`config.mk`:
```
export PLATFORM = sky130hd
export DESIGN_NAME = csmult_pipelined
export DESIGN_NICKNAME = d
export VERILOG_FILES = /design/src/rtl/csmult_pipelined.sv
export SDC_FILE = /design/constraint.sdc
export NUM_CORES = 1
export LEC_CHECK = 0
export ABC_AREA = 0
export BUFFER_PORTS_ARGS = -buffer_cell sky130_fd_sc_hd__buf_4
export CORE_ASPECT_RATIO = 2
export CORE_MARGIN = 4
export CORE_UTILIZATION = 54
export CTS_BUF_LIST = sky130_fd_sc_hd__clkbuf_16
export DETAILED_ROUTE_END_ITERATION = 8
export PLACE_DENSITY = 0.75
export REMOVE_ABC_BUFFERS = 1
export SYNTH_ARGS = -nofsm -noshare
export SYNTH_HDL_FRONTEND = slang
export SYNTH_SLANG_ARGS = --single-unit
```
`constraint.sdc`:
```
create_clock -name clk -period 3.82 [get_ports clk]
set_input_delay 0 -clock clk [delete_from_list [all_inputs] [get_ports clk]]
set_output_delay 0 -clock clk [all_outputs]
set_load 0.01 [all_outputs]
```
`src/rtl/csmult_pipelined.sv`:
```
// rtl/csmult_pipelined.sv - pipelined carry-save array multiplier with valid/ready full-pipeline stall
// Define CSMULT_SIGNED_EN to add the in_signed port and Baugh-Wooley two's-complement mode.
module csmult_pipelined #(
    parameter int BITSIZE     = 8,
    parameter int PIPE_STAGES = 4
) (
    input  logic                   clk,
    input  logic                   rst,
    input  logic                   in_valid,
    output logic                   in_ready,
    input  logic [BITSIZE-1:0]     factor0,
    input  logic [BITSIZE-1:0]     factor1,
`ifdef CSMULT_SIGNED_EN
    input  logic                   in_signed,
`endif
    output logic                   out_valid,
    input  logic                   out_ready,
    output logic [2*BITSIZE-1:0]   product
);
    localparam int ROWS_PER_STAGE = (BITSIZE + PIPE_STAGES - 1) / PIPE_STAGES;
`ifdef CSMULT_SIGNED_EN
    localparam logic [BITSIZE-1:0] BW_CORR = BITSIZE'((1 << (BITSIZE - 1)) | 1);
`endif

    // s[j] carries weight 2^(row+j), c[j] weight 2^(row+j+1); lo collects finished low bits.
    typedef struct packed {
        logic               vld;
`ifdef CSMULT_SIGNED_EN
        logic               sgn;
`endif
        logic [BITSIZE-1:0] f0, f1, s, c, lo;
    } stage_t;

    stage_t               stg_src [PIPE_STAGES];
    stage_t               stg_d   [PIPE_STAGES];
    stage_t               stg_q   [PIPE_STAGES];
    logic                 stall;
    logic                 accept;
    logic                 out_valid_q;
    logic [2*BITSIZE-1:0] product_q;
    logic [2*BITSIZE-1:0] product_d;
    logic [BITSIZE-1:0]   hi_d;

    assign stall     = out_valid_q & ~out_ready;
    assign in_ready  = ~stall;
    assign accept    = in_valid & in_ready;
    assign out_valid = out_valid_q;
    assign product   = product_q;

    always_comb begin
        stg_src[0]     = '0;
        stg_src[0].vld = accept;
        stg_src[0].f0  = factor0;
        stg_src[0].f1  = factor1;
`ifdef CSMULT_SIGNED_EN
        stg_src[0].sgn = in_signed;
`endif
        for (int g = 1; g < PIPE_STAGES; g++) begin
            stg_src[g] = stg_q[g-1];
        end
    end

    always_comb begin : row_logic
        stage_t             cur;
        logic [BITSIZE-1:0] pp;
        logic [BITSIZE-1:0] s_sh;
        logic [BITSIZE-1:0] ns;
        logic [BITSIZE-1:0] nc;
        cur  = '0;
        pp   = '0;
        s_sh = '0;
        ns   = '0;
        nc   = '0;
        for (int g = 0; g < PIPE_STAGES; g++) begin
            cur = stg_src[g];
            for (int r = 0; r < BITSIZE; r++) begin
                if (r >= g * ROWS_PER_STAGE && r < (g + 1) * ROWS_PER_STAGE) begin
                    pp = {BITSIZE{cur.f0[r]}} & cur.f1;
`ifdef CSMULT_SIGNED_EN
                    // Invert terms where exactly one operand bit is a sign bit.
                    if (cur.sgn) begin
                        if (r == BITSIZE - 1) pp[BITSIZE-2:0] = ~pp[BITSIZE-2:0];
                        else                  pp[BITSIZE-1]   = ~pp[BITSIZE-1];
                    end
`endif
                    s_sh      = cur.s >> 1;
                    ns        = pp ^ s_sh ^ cur.c;
                    nc        = (pp & s_sh) | (pp & cur.c) | (s_sh & cur.c);
                    cur.s     = ns;
                    cur.c     = nc;
                    cur.lo[r] = ns[0];
                end
            end
            stg_d[g] = cur;
        end
    end

    always_ff @(posedge clk) begin
        if (rst) begin
            for (int g = 0; g < PIPE_STAGES; g++) begin
                stg_q[g].vld <= 1'b0;
            end
        end else if (!stall) begin
            for (int g = 0; g < PIPE_STAGES; g++) begin
                stg_q[g] <= stg_d[g];
            end
        end
    end

    always_comb begin
        hi_d = (stg_q[PIPE_STAGES-1].s >> 1) + stg_q[PIPE_STAGES-1].c;
`ifdef CSMULT_SIGNED_EN
        if (stg_q[PIPE_STAGES-1].sgn) hi_d = hi_d + BW_CORR;
`endif
        product_d = {hi_d, stg_q[PIPE_STAGES-1].lo};
    end

    // Bubbles leave product untouched so the last real result stays visible.
    always_ff @(posedge clk) begin
        if (rst) begin
            out_valid_q <= 1'b0;
            product_q   <= '0;
        end else if (!stall) begin
            out_valid_q <= stg_q[PIPE_STAGES-1].vld;
            if (stg_q[PIPE_STAGES-1].vld) product_q <= product_d;
        end
    end
endmodule

```
==> reports/results.tsv, run 1 <==
stage	metric	value	unit
routing	DRC Markers	0	
grt	pin count of the biggest net entering global routing	45	
final_layout	NumNets Final	564	
cts	root buffer cell	clkbuf_16	
logic_synthesis	top cell type's share of synthesized area	58.2	%
logic_synthesis	Synth area leader	edfxtp_1	
floorplan	Rows	54	
place	DPL Wire Length	6130	um
routing	wire per inst	13.7	um
floorplan	Ports	38	
final_layout	Syn-to-layout area delta	20.3	%
sta	worst hold margin	0.150	ns
final_layout	Seq. cell area	3820	um^2
power_and_ir_drop	Lkg Pwr	3.01	nW
logic_synthesis	Post-synth EDFFs	116	
critical_path	CP startpoint kind	input pin	
cts	TritonCTS clock tree	yes	
critical_path	worst path cell trace	dlygate4sd3_1 > buf_4 > inv_1 > and2_4 > buf_4	
power_and_ir_drop	Max VDD drop	0.435	mV
cts	Clock Sinks	133	
grt	vias in the first global route	3277	
logic_synthesis	FFs w/ async S/R, synth	0	%
logic_synthesis	Syn Inst Count	418	
logic_synthesis	Synth cell types	29	
floorplan	Die ar.	12900	um^2
final_layout	fillers	767	
cts	deepest clock path buffer count	2	
cts	Inserted Clock Buffers	17	
logic_synthesis	register area share after synthesis	63.9	%
place	GPL Wtd Cong	0.704	
sta	endpoints failing setup	0	
logic_synthesis	#FFs+latches synth	133	
place	IO Port Bufs	37	
critical_path	Crit-path slowest cell	and2_4	
floorplan	Core Area	10900	um^2
job	Max Cap Violations	0	
run_status	status	complete, no violations	
cts	Clock transition at path regs	0.06	ns
critical_path	Critical Path Sink Type	flip-flop	
routing	final antenna-violating net count	0	
grt	GRT Overall Usage	16.0	%
critical_path	critical path class	in -> reg	
sta	RSZ-0062 raised after global routing	false	
critical_path	Worst Path Buf+Inv	4	
sta	Max Clock Freq	479	MHz
logic_synthesis	largest cells by area after synthesis	edfxtp_1 (58%), fa_1 (14%), dfxtp_1 (5.7%), and2_1 (5.1%), inv_1 (4.8%)	
grt	grt ovf	0	
hold_path	Worst Hold Class	in -> reg	
power_and_ir_drop	Final Total Pwr	0.00404	W
final_layout	share of layout cells above drive strength 1	14.8	%
cts	post-CTS setup buffers	0	
routing	drt pass-1 iters	4	
sta	worst-margin pin slew	0.757	ns
floorplan	chip width	82.4	um
place	placed cell area	6410	um^2
cts	H-tree depth	4	
routing	DR iter-0 viols	97	
floorplan	Die Ht	157	um
critical_path	Required @ worst endpoint	3.88	ns
power_and_ir_drop	Pwr Density	561	nW/um^2
logic_synthesis	Synth Warn #	0	
critical_path	worst-path fanout max	44	
logic_synthesis	Post-Syn Area per Cell	14.3	um^2
grt	initial antenna violation count	0	
final_layout	diode count	0	
logic_synthesis	Syn Std Cell Area	5980	um^2
cts	clk_lat worst skew	0.41	ns
critical_path	delay of the slowest critical-path stage	0.58	ns
routing	Vias	3164	
sta	fin crit period	2.09	ns
critical_path	Top Family by Delay on Critical Path	buffers and inverters	
sta	fin crit share	54.7	%
grt	first-pass GRT wire length	14900	um
logic_synthesis	top-count cell post-synth	edfxtp_1	
final_layout	design area	7200	um^2
logic_synthesis	Synth Flop Type	edfxtp_1	
sta	endpoints failing hold	0	
routing	detailed-route vias per instance	4.94	
critical_path	CP Data Arrival Time	2.15	ns
sta	setup TNS	0	ns
routing	Routed WL	8790	um
critical_path	CP dominant cell by count	buf_4	
floorplan	Initial Util	55.0	%
logic_synthesis	Synth top cells by count	edfxtp_1 (116), inv_1 (77), and2_1 (49)	
sta	Final Skew	0.00360	ns
final_layout	Multi-input gate area	1830	um^2
sta	Pins Over Slew Limit	0	
sta	Slew HR	49.5	%
-- cell families after synthesis --
kind of cell	share of synthesized area (%)
fa+ha+maj	17.3
buf+inv	5.50
simple gates	10.2
compound gates	2.93
flops	63.9
xor+xnor	0.146
-- path summary, 6_finish.rpt --
check / start / endpoint / slack [ns] / depth (start not counted)
setup / recovery: rst / stg_q[0][38] / 1.73 / 5
hold / removal: out_ready / out_valid / 0.15 / 3
setup reg to reg: out_valid / stg_q[0][38] / 1.74 / 3
hold reg to reg: stg_q[0][38] / stg_q[1][38] / 0.42 / 0
-- worst register-to-register path, stage by stage (launching register included) --
cell and delay (ns):
dfxtp_1 0.31, nand2b_1 0.28, and2_4 0.58, buf_4 0.54
-- report_power, final --
| group | internal, W | leakage, nW | switching, W |
|---|---|---|---|
| registers | 0.00180 | 1.30 | 0.0000613 |
| clock network | 0.00103 | 0.296 | 0.000610 |
| logic | 0.000226 | 1.41 | 0.000311 |
| total | 0.00306 | 3.01 | 0.000982 |
-- flip-flops by register name, summed over array words and instances, names as in the netlist --
| register | flops |
|---|---|
| out_valid | 1 |
| product | 16 |
| stg_q | 116 |
-- layout by cell type (no fill, tap or decap) --
cell type,n
a211o_1,1
a211oi_1,1
a211oi_2,2
a21oi_1,15
a31oi_1,1
and2_1,48
and2_4,1
and3_1,5
and4_1,1
buf_4,39
bufinv_16,3
clkbuf_16,17
clkinv_2,2
clkinv_4,3
clkinvlp_4,2
dfxtp_1,17
dlygate4sd3_1,18
edfxtp_1,116
fa_1,43
ha_1,14
inv_1,78
inv_6,4
nand2_1,42
nand2b_1,5
nand3_1,7
nand4_1,1
nor2_1,7
nor3_1,1
o2111ai_1,1
o21ai_1,1
o221ai_1,1
o311ai_0,1
o31ai_4,1
xnor2_1,1
-- per-layer routing --
| metal | up-vias | wire [um] | share of wire (%) | global-route usage, % |
|---|---|---|---|---|
| li1 | 1512 | - | - | - |
| met2 | 64 | 5490 | 62 | 30.5 |
| met4 | 0 | 240 | 2.7 | 7.37 |
| met1 | 1569 | 2720 | 31 | 14.3 |
| met5 | - | 0 | 0 | 0 |
| met3 | 19 | 339 | 3.9 | 5.24 |
-- area by class of cell --
class,count,share of cell area [%]
Clock buffer,17,5.91
Clock inverter,15,2.50
Inverter,77,4.02
Multi-Input combinational cell,201,25.4
Sequential cell,133,53.1
Tap cell,140,2.43
Timing Repair Buffer,57,6.57
-- metrics by stage --
step	setup slack, ns	util, %	std cells
after detailed placement	1.73	58.9	590
after global routing	1.60	66.2	640
after global placement	1.82	58.9	590
after floorplan	0.0963	-	411
final	1.73	66.2	640
after CTS	1.73	66.2	640
-- repair_timing --
action	in CTS	in global routing
endpoints found under the hold margin	34	0
resized for setup	0	0
hold buffers	18	0
(Power assumes the default switching activity.)
==> inputs of run 2 (changes only) <==
--- a/config.mk
+++ b/config.mk
@@ -9,10 +9,10 @@
 export BUFFER_PORTS_ARGS = -buffer_cell sky130_fd_sc_hd__buf_4
 export CORE_ASPECT_RATIO = 2
 export CORE_MARGIN = 4
-export CORE_UTILIZATION = 54
+export CORE_UTILIZATION = 60
 export CTS_BUF_LIST = sky130_fd_sc_hd__clkbuf_16
 export DETAILED_ROUTE_END_ITERATION = 8
-export PLACE_DENSITY = 0.75
+export PLACE_DENSITY = 0.79
 export REMOVE_ABC_BUFFERS = 1
 export SYNTH_ARGS = -nofsm -noshare
 export SYNTH_HDL_FRONTEND = slang
==> constraint.sdc (replaced) <==
create_clock -name clk -period 2.1 [get_ports clk]
set_input_delay 0 -clock clk [delete_from_list [all_inputs] [get_ports clk]]
set_output_delay 0 -clock clk [all_outputs]
set_load 0.01 [all_outputs]
==> reports/results.tsv, run 2 (same netlist as run 1, synthesis figures left out) <==
stage	metric	value	unit	change
run_status	status	complete, no violations		unchanged
final_layout	Syn-to-layout area delta	20.3	%	about the same
routing	final antenna-violating net count	0		unchanged
sta	Final Skew	0.00382	ns	was 0.00360 ns
critical_path	delay of the slowest critical-path stage	0.52	ns	was 0.58 ns
grt	pin count of the biggest net entering global routing	29		was 45
cts	TritonCTS clock tree	yes		unchanged
final_layout	Biggest register	stg_q		unchanged
floorplan	Die Ht	149	um	was 157 um
floorplan	Initial Util	61.3	%	was 55.0%
critical_path	Crit-path slowest cell	edfxtp_1		was and2_4
final_layout	share of layout cells above drive strength 1	15.5	%	was 14.8%
floorplan	chip width	78.6	um	was 82.4 um
grt	vias in the first global route	3406		was 3,277
routing	DR iter-0 viols	102		was 97
cts	clk_lat worst skew	0.41	ns	about the same
routing	detailed-route vias per instance	5.00		was 4.94
place	# placed instances	586		was 590
sta	endpoints failing hold	0		unchanged
power_and_ir_drop	Seq pwr share	47.9	%	was 46.1%
cts	H-tree depth	4		unchanged
power_and_ir_drop	Pwr Density	980	nW/um^2	was 561 nW/um^2
routing	DRC Markers	0		unchanged
place	DPL Wire Length	6250	um	was 6130 um
critical_path	CP dominant cell by count	fa_1		was buf_4
cts	Clock transition at path regs	0.06	ns	about the same
sta	Slew HR	69.2	%	was 49.5%
hold_path	Worst Hold Class	in -> reg		unchanged
routing	drt pass-1 iters	4		unchanged
critical_path	CP Data Arrival Time	2.10	ns	was 2.15 ns
critical_path	R2R depth	4		was 3
place	placed cell area	6470	um^2	was 6410 um^2
cts	CTS Hold Bufs	18		unchanged
power_and_ir_drop	Lkg Pwr	3.03	nW	was 3.01 nW
critical_path	worst-path fanout max	8		was 44
sta	fin worst setup slack	0.149	ns	was 1.73 ns
power_and_ir_drop	Clk pwr share	37.9	%	was 40.6%
critical_path	Critical Path Sink Type	flip-flop		unchanged
place	GPL Wtd Cong	0.716		was 0.704
sta	Pins Over Slew Limit	0		unchanged
grt	initial antenna violation count	0		unchanged
floorplan	Ports	38		unchanged
final_layout	commonest cells after routing, fill and taps aside	edfxtp_1 (116), inv_1 (78), and2_1 (48)		unchanged
sta	endpoints failing setup	0		unchanged
grt	grt ovf	0		unchanged
cts	post-CTS sizing	0		unchanged
final_layout	commonest non-fill, non-tap cell in the layout	edfxtp_1		unchanged
routing	Routed WL	8870	um	was 8790 um
cts	Clock Sinks	133		unchanged
power_and_ir_drop	P_int	0.00528	W	was 0.00306 W
floorplan	Rows	51		was 54
final_layout	Largest register FFs	116		unchanged
cts	Inserted Clock Buffers	17		unchanged
final_layout	diode count	0		unchanged
grt	GRT Overall Usage	17.6	%	was 16.0%
power_and_ir_drop	Sw Share	25.2	%	was 24.3%
sta	worst-margin pin slew	0.460	ns	was 0.757 ns
cts	post-CTS setup buffers	0		unchanged
job	Max Cap Violations	0		unchanged
critical_path	Worst Path Buf+Inv	1		was 4
final_layout	design area	7200	um^2	about the same
power_and_ir_drop	Comb pwr share	14.2	%	was 13.3%
cts	deepest clock path buffer count	2		unchanged
floorplan	Core Area	9760	um^2	was 10,900 um^2
routing	Vias	3177		was 3,164
sta	setup TNS	0	ns	unchanged
critical_path	worst path cell trace	nand2_1 > fa_1 > inv_1 > fa_1		was dlygate4sd3_1 > buf_4 > inv_1 > and2_4 > buf_4
sta	Max Clock Freq	512	MHz	
sta	fin crit period	1.95	ns	
power_and_ir_drop	Max VDD drop	0.732	mV	was 0.435 mV
final_layout	post-route insts no fill	636		was 640
critical_path	CP startpoint kind	flip-flop		was input pin
critical_path	Critical Path Stages	4		was 5
critical_path	critical path class	reg -> reg		was in -> reg
sta	fin crit share	92.9	%	
critical_path	Top Family by Delay on Critical Path	adder cells		was buffers and inverters
place	IO Port Bufs	37		unchanged
routing	wire per inst	13.9	um	was 13.7 um
place	pre-CTS setup slack	0.157	ns	was 1.73 ns
final_layout	NumNets Final	568		was 564
power_and_ir_drop	net switching power figure	0.00177	W	was 0.000982 W
grt	first-pass GRT wire length	15400	um	was 14,900 um
critical_path	Required @ worst endpoint	2.25	ns	was 3.88 ns
floorplan	Die ar.	11700	um^2	was 12,900 um^2
critical_path	r2r setup slk	0.15	ns	was 1.74 ns
hold_path	Hold Crit Depth	3		unchanged
cts	root buffer cell	clkbuf_16		unchanged
sta	RSZ-0062 raised after global routing	false		unchanged
## run 2: changes by cell type in the layout (fill, tap and decap cells not counted), sizes merged
cell / delta
bufinv: -3
clkbuf: +1
inv: +5
buf: +4
clkinvlp: -2
clkinv: -1
## run 2: worst min-delay path, cell delays in order
cell and delay (ns):
buf_4 0.07, nand2b_1 0.30, a21oi_1 0.11
## run 2: power groups by stage
stage               Combinational (W)  Sequential (W)  Clock (W)
floorplan                    0.000684         0.00342          0
global placement             0.000889         0.00342          0
detailed placement           0.000973         0.00344          0
CTS                           0.00102         0.00339    0.00273
global route                  0.00119         0.00341    0.00283
finish                        0.00100         0.00338    0.00267
## run 2: metrics by stage
stage	power [W]	util, %	hold WS (ns)
2_1_floorplan	0.00410	-	0.0646
3_3_place_gp	0.00431	66.3	0.178
3_5_place_dp	0.00441	66.3	0.179
4_1_cts	0.00713	73.7	0.114
5_1_grt	0.00743	73.7	0.179
6_report	0.00705	73.7	0.131
## run 2: final timing paths
| path | from | endpoint |
|---|---|---|
| worst min-delay path | out_ready | out_valid |
| worst min register to register | stg_q[0][36] | stg_q[1][36] |
| worst max register to register | stg_q[2][38] | stg_q[3][17] |
| worst max-delay path | stg_q[2][38] | stg_q[3][17] |
## run 2: area by class of cell
class,count,area (um^2)
inverter,77,289
fill,632,2570
timing repair buffer,61,541
multi-input combinational,201,1830
sequential,133,3820
clock inverter,14,96.3
tap,132,165
clock buffer,18,450
## run 2: per-layer routing
layer / track usage (%) / vias to the layer above / routed length [um]
met1: 15.4 / 1587 / 2780
met5: 0 / - / 0
met4: 6.83 / 0 / 166
li1: - / 1516 / -
met2: 35.3 / 61 / 5590
met3: 5.50 / 13 / 328
